### config.mk
export PLATFORM = sky130hd
export DESIGN_NAME = pwm_deadtime_flat
export DESIGN_NICKNAME = d
export VERILOG_FILES = /design/src/rtl/pwm_deadtime_if.sv /design/src/rtl/pwm_deadtime.sv /design/src/flat_wrapper.sv
export SDC_FILE = /design/constraint.sdc
export NUM_CORES = 1
export LEC_CHECK = 0
export ABC_AREA = 1
export CAP_MARGIN = 20
export CORE_UTILIZATION = 57
export DETAILED_ROUTE_END_ITERATION = 7
export GPL_TIMING_DRIVEN = 0
export PLACE_DENSITY = 0.77
export SYNTH_ARGS = -nofsm -noshare
export SYNTH_HDL_FRONTEND = slang
export SYNTH_SLANG_ARGS = --single-unit
### constraint.sdc
create_clock -name mclk -period 1.81 [get_ports mclk]
set_input_delay 0.181 -clock mclk [delete_from_list [all_inputs] [get_ports mclk]]
set_output_delay 0.181 -clock mclk [all_outputs]
set_load 0.1 [all_outputs]
### src/rtl/pwm_deadtime_if.sv
// pwm_deadtime_if -- 32-bit register bus shared with the six-channel PWM block.
//
// Signals:
//   reg_cs     master->slave  chip select, held high until reg_ack
//   reg_wr     master->slave  1 = write, 0 = read
//   reg_addr   master->slave  word address
//   reg_wdata  master->slave  write data
//   reg_be     master->slave  byte enables (writes only)
//   reg_rdata  slave->master  read data, valid together with reg_ack
//   reg_ack    slave->master  one-cycle access acknowledge
interface pwm_deadtime_if;
  logic        reg_cs;
  logic        reg_wr;
  logic [1:0]  reg_addr;
  logic [31:0] reg_wdata;
  logic [3:0]  reg_be;
  logic [31:0] reg_rdata;
  logic        reg_ack;

  modport master (
    output reg_cs, reg_wr, reg_addr, reg_wdata, reg_be,
    input  reg_rdata, reg_ack
  );

  modport slave (
    input  reg_cs, reg_wr, reg_addr, reg_wdata, reg_be,
    output reg_rdata, reg_ack
  );
endinterface

### src/rtl/pwm_deadtime.sv
// pwm_deadtime -- dead-time and complementary-output generator.
//
// Turns every single-ended pwm_wfm bit into a non-overlapping high-side /
// low-side pair with programmable rising (dt_r) and falling (dt_f) gaps, and
// forces all outputs off while a latched, synchronised fault is pending.
//
// Ports:
//   mclk        system clock
//   h_reset_n   asynchronous, active-low reset
//   bus         register bus (slave side): CTRL @0, DT @1, STATUS @2, addr 3 reads 0
//   pwm_wfm     raw PWM waveforms, mclk-synchronous
//   fault_in    asynchronous external fault pin
//   pwm_hs      high-side drive, one bit per channel
//   pwm_ls      low-side drive, one bit per channel
//   fault_intr  level interrupt = fault_lat & fault_en
//
// The register map packs ch_en/hs/ls into 6-bit fields and dt_r/dt_f into
// bytes, so NCH <= 8 and DTW <= 8 keep the fields from overlapping.
module pwm_deadtime #(
  parameter int NCH = 6,
  parameter int DTW = 8
) (
  input  logic           mclk,
  input  logic           h_reset_n,
  pwm_deadtime_if.slave  bus,
  input  logic [NCH-1:0] pwm_wfm,
  input  logic           fault_in,
  output logic [NCH-1:0] pwm_hs,
  output logic [NCH-1:0] pwm_ls,
  output logic           fault_intr
);

  typedef enum logic [1:0] {
    LS_ON   = 2'd0,
    DT_RISE = 2'd1,
    HS_ON   = 2'd2,
    DT_FALL = 2'd3
  } ch_state_e;

  localparam logic [DTW-1:0] CNT_ONE = DTW'(1);

  logic [NCH-1:0] ch_en_q;
  logic           fault_en_q;
  logic           fault_pol_q;
  logic [DTW-1:0] dt_r_q;
  logic [DTW-1:0] dt_f_q;
  logic           fault_lat_q;
  logic           fault_lat_d;
  logic           flt_meta_q;
  logic           flt_s_q;
  logic           ack_q;
  logic [31:0]    rdata_q;
  logic [31:0]    rdata_d;
  logic [NCH-1:0] wfm_q;

  logic acc;
  logic wr_acc;
  logic flt_cond;
  logic flt_clr;

  // An access is taken only while ack is low, so a held chip select yields
  // one access every two cycles.
  assign acc      = bus.reg_cs & ~ack_q;
  assign wr_acc   = acc & bus.reg_wr;
  assign flt_cond = fault_en_q & (flt_s_q == fault_pol_q);
  assign flt_clr  = wr_acc & (bus.reg_addr == 2'd2) & bus.reg_be[2] & bus.reg_wdata[16];

  // Set has priority: a clear while the fault condition is still active is lost.
  always_comb begin
    fault_lat_d = fault_lat_q;
    if (flt_cond) begin
      fault_lat_d = 1'b1;
    end else if (flt_clr) begin
      fault_lat_d = 1'b0;
    end
  end

  always_comb begin
    rdata_d = '0;
    if (acc && !bus.reg_wr) begin
      case (bus.reg_addr)
        2'd0: begin
          rdata_d[NCH-1:0] = ch_en_q;
          rdata_d[8]       = fault_en_q;
          rdata_d[9]       = fault_pol_q;
        end
        2'd1: begin
          rdata_d[DTW-1:0] = dt_r_q;
          rdata_d[8 +: DTW] = dt_f_q;
        end
        2'd2: begin
          rdata_d[NCH-1:0] = pwm_hs;
          rdata_d[8 +: NCH] = pwm_ls;
          rdata_d[16]      = fault_lat_q;
        end
        default: rdata_d = '0;
      endcase
    end
  end

  always_ff @(posedge mclk or negedge h_reset_n) begin
    if (!h_reset_n) begin
      ch_en_q     <= '0;
      fault_en_q  <= 1'b0;
      fault_pol_q <= 1'b0;
      dt_r_q      <= '0;
      dt_f_q      <= '0;
      fault_lat_q <= 1'b0;
      flt_meta_q  <= 1'b0;
      flt_s_q     <= 1'b0;
      ack_q       <= 1'b0;
      rdata_q     <= '0;
      wfm_q       <= '0;
    end else begin
      flt_meta_q  <= fault_in;
      flt_s_q     <= flt_meta_q;
      fault_lat_q <= fault_lat_d;
      ack_q       <= acc;
      rdata_q     <= rdata_d;
      wfm_q       <= pwm_wfm;
      if (wr_acc && bus.reg_addr == 2'd0) begin
        if (bus.reg_be[0]) ch_en_q <= bus.reg_wdata[NCH-1:0];
        if (bus.reg_be[1]) begin
          fault_en_q  <= bus.reg_wdata[8];
          fault_pol_q <= bus.reg_wdata[9];
        end
      end
      if (wr_acc && bus.reg_addr == 2'd1) begin
        if (bus.reg_be[0]) dt_r_q <= bus.reg_wdata[DTW-1:0];
        if (bus.reg_be[1]) dt_f_q <= bus.reg_wdata[8 +: DTW];
      end
    end
  end

  assign bus.reg_ack   = ack_q;
  assign bus.reg_rdata = rdata_q;
  assign fault_intr    = fault_lat_q & fault_en_q;

  // One dead-time FSM per channel.
  for (genvar gi = 0; gi < NCH; gi++) begin : g_ch
    ch_state_e      st_q, st_d;
    logic [DTW-1:0] cnt_q, cnt_d;
    logic           hs_q, ls_q, hs_d, ls_d;
    logic           hold;

    assign hold = ~ch_en_q[gi] | fault_lat_q;

    always_comb begin
      st_d  = st_q;
      cnt_d = cnt_q;
      if (hold) begin
        st_d  = LS_ON;
        cnt_d = '0;
      end else begin
        case (st_q)
          LS_ON: begin
            if (wfm_q[gi]) begin
              if (dt_r_q == '0) begin
                st_d = HS_ON;
              end else begin
                st_d  = DT_RISE;
                cnt_d = dt_r_q;
              end
            end
          end
          DT_RISE: begin
            if (!wfm_q[gi]) begin
              st_d  = LS_ON;
              cnt_d = '0;
            end else if (cnt_q == CNT_ONE) begin
              st_d  = HS_ON;
              cnt_d = '0;
            end else begin
              cnt_d = cnt_q - CNT_ONE;
            end
          end
          HS_ON: begin
            if (!wfm_q[gi]) begin
              if (dt_f_q == '0) begin
                st_d = LS_ON;
              end else begin
                st_d  = DT_FALL;
                cnt_d = dt_f_q;
              end
            end
          end
          DT_FALL: begin
            if (wfm_q[gi]) begin
              st_d  = HS_ON;
              cnt_d = '0;
            end else if (cnt_q == CNT_ONE) begin
              st_d  = LS_ON;
              cnt_d = '0;
            end else begin
              cnt_d = cnt_q - CNT_ONE;
            end
          end
          default: begin
            st_d  = LS_ON;
            cnt_d = '0;
          end
        endcase
      end
      // Decoding from the next state keeps hs and ls mutually exclusive on
      // every path, aborts included; a held channel drives neither side.
      hs_d = ~hold & (st_d == HS_ON);
      ls_d = ~hold & (st_d == LS_ON);
    end

    always_ff @(posedge mclk or negedge h_reset_n) begin
      if (!h_reset_n) begin
        st_q  <= LS_ON;
        cnt_q <= '0;
        hs_q  <= 1'b0;
        ls_q  <= 1'b0;
      end else begin
        st_q  <= st_d;
        cnt_q <= cnt_d;
        hs_q  <= hs_d;
        ls_q  <= ls_d;
      end
    end

    assign pwm_hs[gi] = hs_q;
    assign pwm_ls[gi] = ls_q;
  end

endmodule
### src/flat_wrapper.sv
// flat-port wrapper written by rule: the top's interface ports become plain ports
module pwm_deadtime_flat 
#(
  parameter int NCH = 6,
  parameter int DTW = 8
)
  (mclk, h_reset_n, pwm_wfm, fault_in, pwm_hs, pwm_ls, fault_intr, bus_reg_cs, bus_reg_wr, bus_reg_addr, bus_reg_wdata, bus_reg_be, bus_reg_rdata, bus_reg_ack);
  pwm_deadtime_if bus_i ();
  input  logic mclk;
  input  logic h_reset_n;
  input  logic [NCH-1:0] pwm_wfm;
  input  logic fault_in;
  output logic [NCH-1:0] pwm_hs;
  output logic [NCH-1:0] pwm_ls;
  output logic fault_intr;
  input wire logic [$bits(bus_i.reg_cs)-1:0] bus_reg_cs;
  input wire logic [$bits(bus_i.reg_wr)-1:0] bus_reg_wr;
  input wire logic [$bits(bus_i.reg_addr)-1:0] bus_reg_addr;
  input wire logic [$bits(bus_i.reg_wdata)-1:0] bus_reg_wdata;
  input wire logic [$bits(bus_i.reg_be)-1:0] bus_reg_be;
  output wire logic [$bits(bus_i.reg_rdata)-1:0] bus_reg_rdata;
  output wire logic [$bits(bus_i.reg_ack)-1:0] bus_reg_ack;
  assign bus_i.reg_cs = bus_reg_cs;
  assign bus_i.reg_wr = bus_reg_wr;
  assign bus_i.reg_addr = bus_reg_addr;
  assign bus_i.reg_wdata = bus_reg_wdata;
  assign bus_i.reg_be = bus_reg_be;
  assign bus_reg_rdata = bus_i.reg_rdata;
  assign bus_reg_ack = bus_i.reg_ack;
  pwm_deadtime #(.NCH(NCH), .DTW(DTW)) u_core (.mclk(mclk), .h_reset_n(h_reset_n), .bus(bus_i), .pwm_wfm(pwm_wfm), .fault_in(fault_in), .pwm_hs(pwm_hs), .pwm_ls(pwm_ls), .fault_intr(fault_intr));
endmodule
==> results.cfg, run 1 <==
[die]
rows = 42
chipHeight_um = 120
core_area_um2 = 13300
initial_core_util = 0.591
die_area_um2 = 14300
chipWidth_um = 120
io_pins = 95

[sta]
hold_viol_final = 0
finalSetupViolCount = 0
skew_ns = 0.00900
max_slew.worst_pin.slew_ns = 0.977
drv_slew = 0
hold_slack_ns = 0.184
post-route-period-util = 0.992
slew_headroom = 0.351
fmax_mhz = 557
period_needed_ns = 1.80

[detailed_routing]
drc_errors = 0
firstDrtPassIters = 8
drt.antenna.violating_nets = 0
route.final.wire_length_mm = 22.4
via_count = 7581
drt-vias-per-instance = 5.55
routedWlPerCell_um = 16.4
drt_iter0_markers = 793

[critical_path]
worstPathMaxFanout = 1
worstReg2RegStart = u_core.dt_f_q[7]
crit_slowest_cell = clkdlybuf4s15_1
crit_path_end_kind = output port
r2r_cells = 9
max_stage_delay_ns = 0.84
cp_num_buf_inv = 1
crit_type = reg -> out
path_cells = clkdlybuf4s15_1
startpoint_type = flop
r2r-end = u_core.g_ch[5].hs_q
crit_required_ns = 1.63
worstPathArrival_ns = 1.61
rrSetupSlack_ns = 0.10
crit_family = buffers and inverters

[logic_synthesis]
synth_most_common_cell = nand2_1
synth_edf_count = 0
syn_inst = 1080
synth_area_um2 = 7890
synth_area_leader_cell = dfrtp_1
yosysSeqAreaShare = 0.390
synth_ff_type = dfrtp_1
synth_top_area_share = 0.390
avgSynthCellArea_um2 = 7.31
ys_types = 36
synth_common_cells = nand2_1, dfrtp_1, nand3_1
async_flop_share = 1.00
ys_ff_latch = 123
yosys_warnings = 0
synth_area_leaders = dfrtp_1, nand2_1, nand3_1

[pwr]
powerDensity_nw_per_um2 = 924
p_leak_nw = 4.75
vdd.ir_drop.worst_v = 0.000782
finalPower_mw = 8.76

[min_path]
min_path_cells = 1
min_to = u_core.wfm_q[3]
hold_path_class = in -> reg
hold_start = pwm_wfm[3]

[clock_tree]
numCtsBuffers = 17
post-cts-setup-buffer-count = 0
cts_buffer_depth = 2
cts_tree = yes
clock_sinks = 123
path_clk_slew_ns = 0.06
clk-insertion-delay-late_ns = 0.44
cts-root-buf = clkbuf_16
htreeDepth = 4

[global_route]
antenna_found_initial = 0
grt_max_degree = 95
first_global_vias = 7179
grt_pass1_wl_mm = 36.0
track_usage = 0.329
overflow = 0

[cells_and_area]
diodes = 0
syn2layout_area_growth_pct = 20.1
layout-drive-gt1-share = 0.165
nets = 1243
fillCellCount = 1143

[run_status]
status = finished clean

[job]
drv_cap = 0

[placed_design]
gp_congestion = 0.898
dp_hpwl_mm = 15.4
port_buffers = 63
-- cell usage in the layout, fill, tap and decap left out, types with 13 or more instances in the layout --
cell	synthesis	routed
nor2_1	85	85
inv_1	112	112
clkbuf_16	0	17
clkdlybuf4s15_2	0	14
buf_4	29	29
o21ai_2	14	15
a21oi_1	43	43
o21ai_0	100	100
nor2_4	13	13
nand2_1	281	281
dfrtp_1	123	115
o21ai_1	21	20
ha_1	16	16
nor2_2	25	25
inv_2	14	14
clkdlybuf4s50_1	0	31
conb_1	1	15
nand3_1	122	122
nand2_4	15	15
-- worst max path at each step --
stage	startpoint	to	slack [ns]	depth (start not counted)
2_1_floorplan	u_core.bus.reg_ack	u_core.bus.reg_rdata[2]	0.26	5
3_3_place_gp	h_reset_n	u_core.bus.reg_ack	-4.69	1
3_5_place_dp	bus_reg_addr[0]	u_core.ch_en_q[1]	-0.17	8
4_1_cts	u_core.bus.reg_rdata[9]	bus_reg_rdata[9]	0.006	1
5_1_grt	u_core.dt_r_q[4]	u_core.g_ch[5].cnt_q[4]	-0.006	8
6_report	u_core.bus.reg_rdata[8]	bus_reg_rdata[8]	0.01	1
-- power breakdown --
part	leakage [nW]	internal (mW)	switching, mW
sequential	1.65	2.93	0.312
clock	0.311	2.41	1.28
combinational	2.79	0.513	1.31
-- stage by stage --
stage / util / TNS (ns) / instances / area [um2] / setup slack (ns)
after floorplan: - / 0 / 1094 / 7950 / 0.260
after global placement: 0.659 / -522.63 / 1333 / 8800 / -4.69
after detailed placement: 0.661 / -2.68 / 1334 / 8830 / -0.172
after CTS: 0.709 / 0 / 1366 / 9470 / 0.00646
after global routing: 0.710 / -0.00883 / 1366 / 9480 / -0.00591
final: 0.710 / 0 / 1366 / 9480 / 0.0146
-- cell families after synthesis --
kind of cell,count (synthesis),synth area share
other,1,0.000475
DFF,123,0.390
buffers and inverters,170,0.0969
muxes,6,0.00856
and+or+nand+nor,569,0.344
xor gates and xnor gates,1,0.00111
adders and majority gates,16,0.0254
AOI/OAI and AO/OA,194,0.134
-- registers in the layout, summed over array words and instances (netlist names), 6 cells and up --
signal / cells
u_core.ch_en_q: 6
u_core.dt_f_q: 8
u_core.dt_r_q: 8
u_core.g_ch.cnt_q: 48
u_core.wfm_q: 6
u_core.g_ch.hs_q: 6
u_core.g_ch.st_q: 12
u_core.g_ch.ls_q: 6
u_core.bus.reg_rdata: 17
-- metal layers --
metal / global-route usage / part of all wire / up-vias
met4: 0.140 / 0.029 / 0
met5: 0 / 0 / -
met3: 0.0865 / 0.086 / 57
met1: 0.409 / 0.40 / 3526
met2: 0.542 / 0.48 / 334
li1: - / - / 3664
-- layout make-up --
class                           count  area (um2)  share of cell area
Multi-Input combinational cell    801        4110               0.433
Clock inverter                      9         160              0.0169
Clock buffer                       22         474              0.0500
Tap cell                          176         220              0.0232
Inverter                          129         489              0.0516
Sequential cell                   123        3090               0.326
Timing Repair Buffer               65         669              0.0706
Buffer                             41         275              0.0290
-- timing repair --
| item | CTS | global route |
|---|---|---|
| resized for setup | 66 | 11 |
| pin swaps | 0 | 0 |
| hold buffers | 1 | 0 |
| endpoints found under the hold margin | 29 | 0 |
| setup endpoints to repair | 31 | 19 |
| cloned | 0 | 0 |
(Power assumes the default switching activity.)
==> run 2, diff against run 1 <==
CORE_UTILIZATION = 34   (was 57)
PLACE_DENSITY = 0.49   (was 0.77)
==> run 2 against run 1 <==
Flip-flop and latch count is the same. Non-clock buffer count grew 2. Cell area grew 1.1%. Clock skew shrank 0.0010 ns. Final cell count grew 8.2%. Via count shrank 3.1%. Clock power shrank 11%. Critical endpoint is now bus_reg_rdata[5]. Largest power group unchanged. Highest routed layer unchanged.
==> results.cfg, run 2 (synthesized netlist as in run 1, its figures left out) <==
[critical_path]
worstPathMaxFanout = 1
worstReg2RegStart = u_core.bus.reg_ack
r2r_cells = 5
r2r-end = u_core.bus.reg_rdata[8]
path_cells = clkdlybuf4s15_1
crit_path_end_kind = output port
cp.depth = 1
worstPathArrival_ns = 1.60
startpoint_type = flop
max_stage_delay_ns = 0.83
crit_slowest_cell = clkdlybuf4s15_1
rrSetupSlack_ns = 0.11
crit_required_ns = 1.63
cp_num_buf_inv = 1
crit_family = buffers and inverters
crit_type = reg -> out

[placed_design]
dpl-instance-area_um2 = 8960
gp_congestion = 0.821
dp.cells = 1443
post-place-ws_ns = -0.263
port_buffers = 63
dp_hpwl_mm = 17.7

[sta]
max_slew.worst_pin.slew_ns = 0.972
slew_headroom = 0.355
period_needed_ns = 1.78
post-route-period-util = 0.981
drv_slew = 0
skew_ns = 0.00800
fin_ws_ns = 0.0335
hold_viol_final = 0
rsz0062_at_grt = no
fmax_mhz = 563
finalSetupViolCount = 0

[clock_tree]
clk-insertion-delay-late_ns = 0.43
clock_sinks = 123
htreeDepth = 4
cts_tree = yes
cts-root-buf = clkbuf_16
path_clk_slew_ns = 0.06
cts_buffer_depth = 2
numCtsBuffers = 17

[cells_and_area]
final_cell_mix = nand2_1, nand3_1, dfrtp_1, inv_1, o21ai_0
layout_commonest_cell = nand2_1
largest_reg_flops = 48
layout-drive-gt1-share = 0.169
nets = 1245
finalNonFillerCells = 1478
diodes = 0
syn2layout_area_growth_pct = 21.5
utilization = 0.422
top_register = u_core.g_ch.cnt_q
stdcell_area_um2 = 9590

[global_route]
track_usage = 0.223
first_global_vias = 7111
overflow = 0
antenna_found_initial = 0
grt_max_degree = 66
grt_pass1_wl_mm = 40.1

[pwr]
vdd.ir_drop.worst_v = 0.000497
p_leak_nw = 4.70
powerDensity_nw_per_um2 = 882

[detailed_routing]
drc_errors = 0
drt_iter0_markers = 612
firstDrtPassIters = 5
via_count = 7346
routedWlPerCell_um = 17.1
drt.antenna.violating_nets = 0
drt-vias-per-instance = 4.97
route.final.wire_length_mm = 25.3

[die]
die_area_um2 = 23800
rows = 55
initial_core_util = 0.348
io_pins = 95
chipWidth_um = 154
chipHeight_um = 154
core_area_um2 = 22700

[min_path]
hold_start = pwm_wfm[3]
min_to = u_core.wfm_q[3]
hold_path_class = in -> reg
min_path_cells = 1

[job]
drv_cap = 0

[run_status]
status = finished clean
==> run 2: cell types whose count changed in the layout (fill, tap and decap cells not counted), moves of 2 or more <==
cell | previous run | this run
bufinv_16 | 4 | 1
clkbuf_1 | 9 | 7
clkbuf_8 | 3 | 0
clkdlybuf4s15_1 | 6 | 12
clkinv_4 | 2 | 6
clkinvlp_4 | 0 | 4
dlygate4sd2_1 | 10 | 4
==> run 2: per-layer routing <==
metal | share of wire | track usage | up-vias
met2 | 0.47 | 0.364 | 189
met1 | 0.46 | 0.299 | 3466
li1 | - | - | 3659
met5 | 0 | 0 | -
met3 | 0.047 | 0.0412 | 32
met4 | 0.021 | 0.0684 | 0
==> run 2: repair_timing <==
item	4_1_cts	5_1_grt
setup buffers	0	2
pin swaps	0	3
endpoints found under the setup margin	46	26
endpoints found under the hold margin	58	0
hold buffers	1	0
resized for setup	70	15
==> run 2: how the worst max path moves through the flow <==
| stage | to | slack (ns) | from |
|---|---|---|---|
| after floorplan | u_core.bus.reg_rdata[2] | 0.26 | u_core.bus.reg_ack |
| after global placement | u_core.bus.reg_ack | -5.26 | h_reset_n |
| after detailed placement | u_core.ch_en_q[0] | -0.26 | bus_reg_addr[0] |
| after CTS | bus_reg_rdata[11] | 0.0001 | u_core.bus.reg_rdata[11] |
| after global routing | fault_intr | 0.005 | u_core.fault_lat_q |
| final | bus_reg_rdata[5] | 0.03 | u_core.bus.reg_rdata[5] |
==> run 2: area by class of cell <==
type	count	area [um2]
plain buffers	41	275
clock buffers	17	425
clock inverters	15	144
fillers	2379	13100
inverters	129	489
multi-input cells	801	4110
flip-flops and latches	123	3090
well taps	285	357
repair buffers	67	698
==> run 2: power breakdown <==
part           leakage (nW)  internal [mW]  total, mW  switching [mW]
logic                  2.79          0.535       1.88            1.35
registers              1.65           2.93       3.28           0.353
clock network         0.266           1.91       3.30            1.39
==> run 2: stage by stage <==
stage                     power (mW)  hold WS, ns  setup TNS, ns
after floorplan                 4.41       -0.115              0
after global placement          5.16        0.338        -589.72
after detailed placement        5.18        0.211          -5.86
after CTS                       8.50        0.183              0
after global routing            8.82        0.189              0
final                           8.46        0.190              0
==> run 3, diff against run 2 <==
CTS_CLUSTER_DIAMETER = 30   (was unset)
==> results of run 3 <==
Final layout, timing and power as in run 2 (identical DEF).
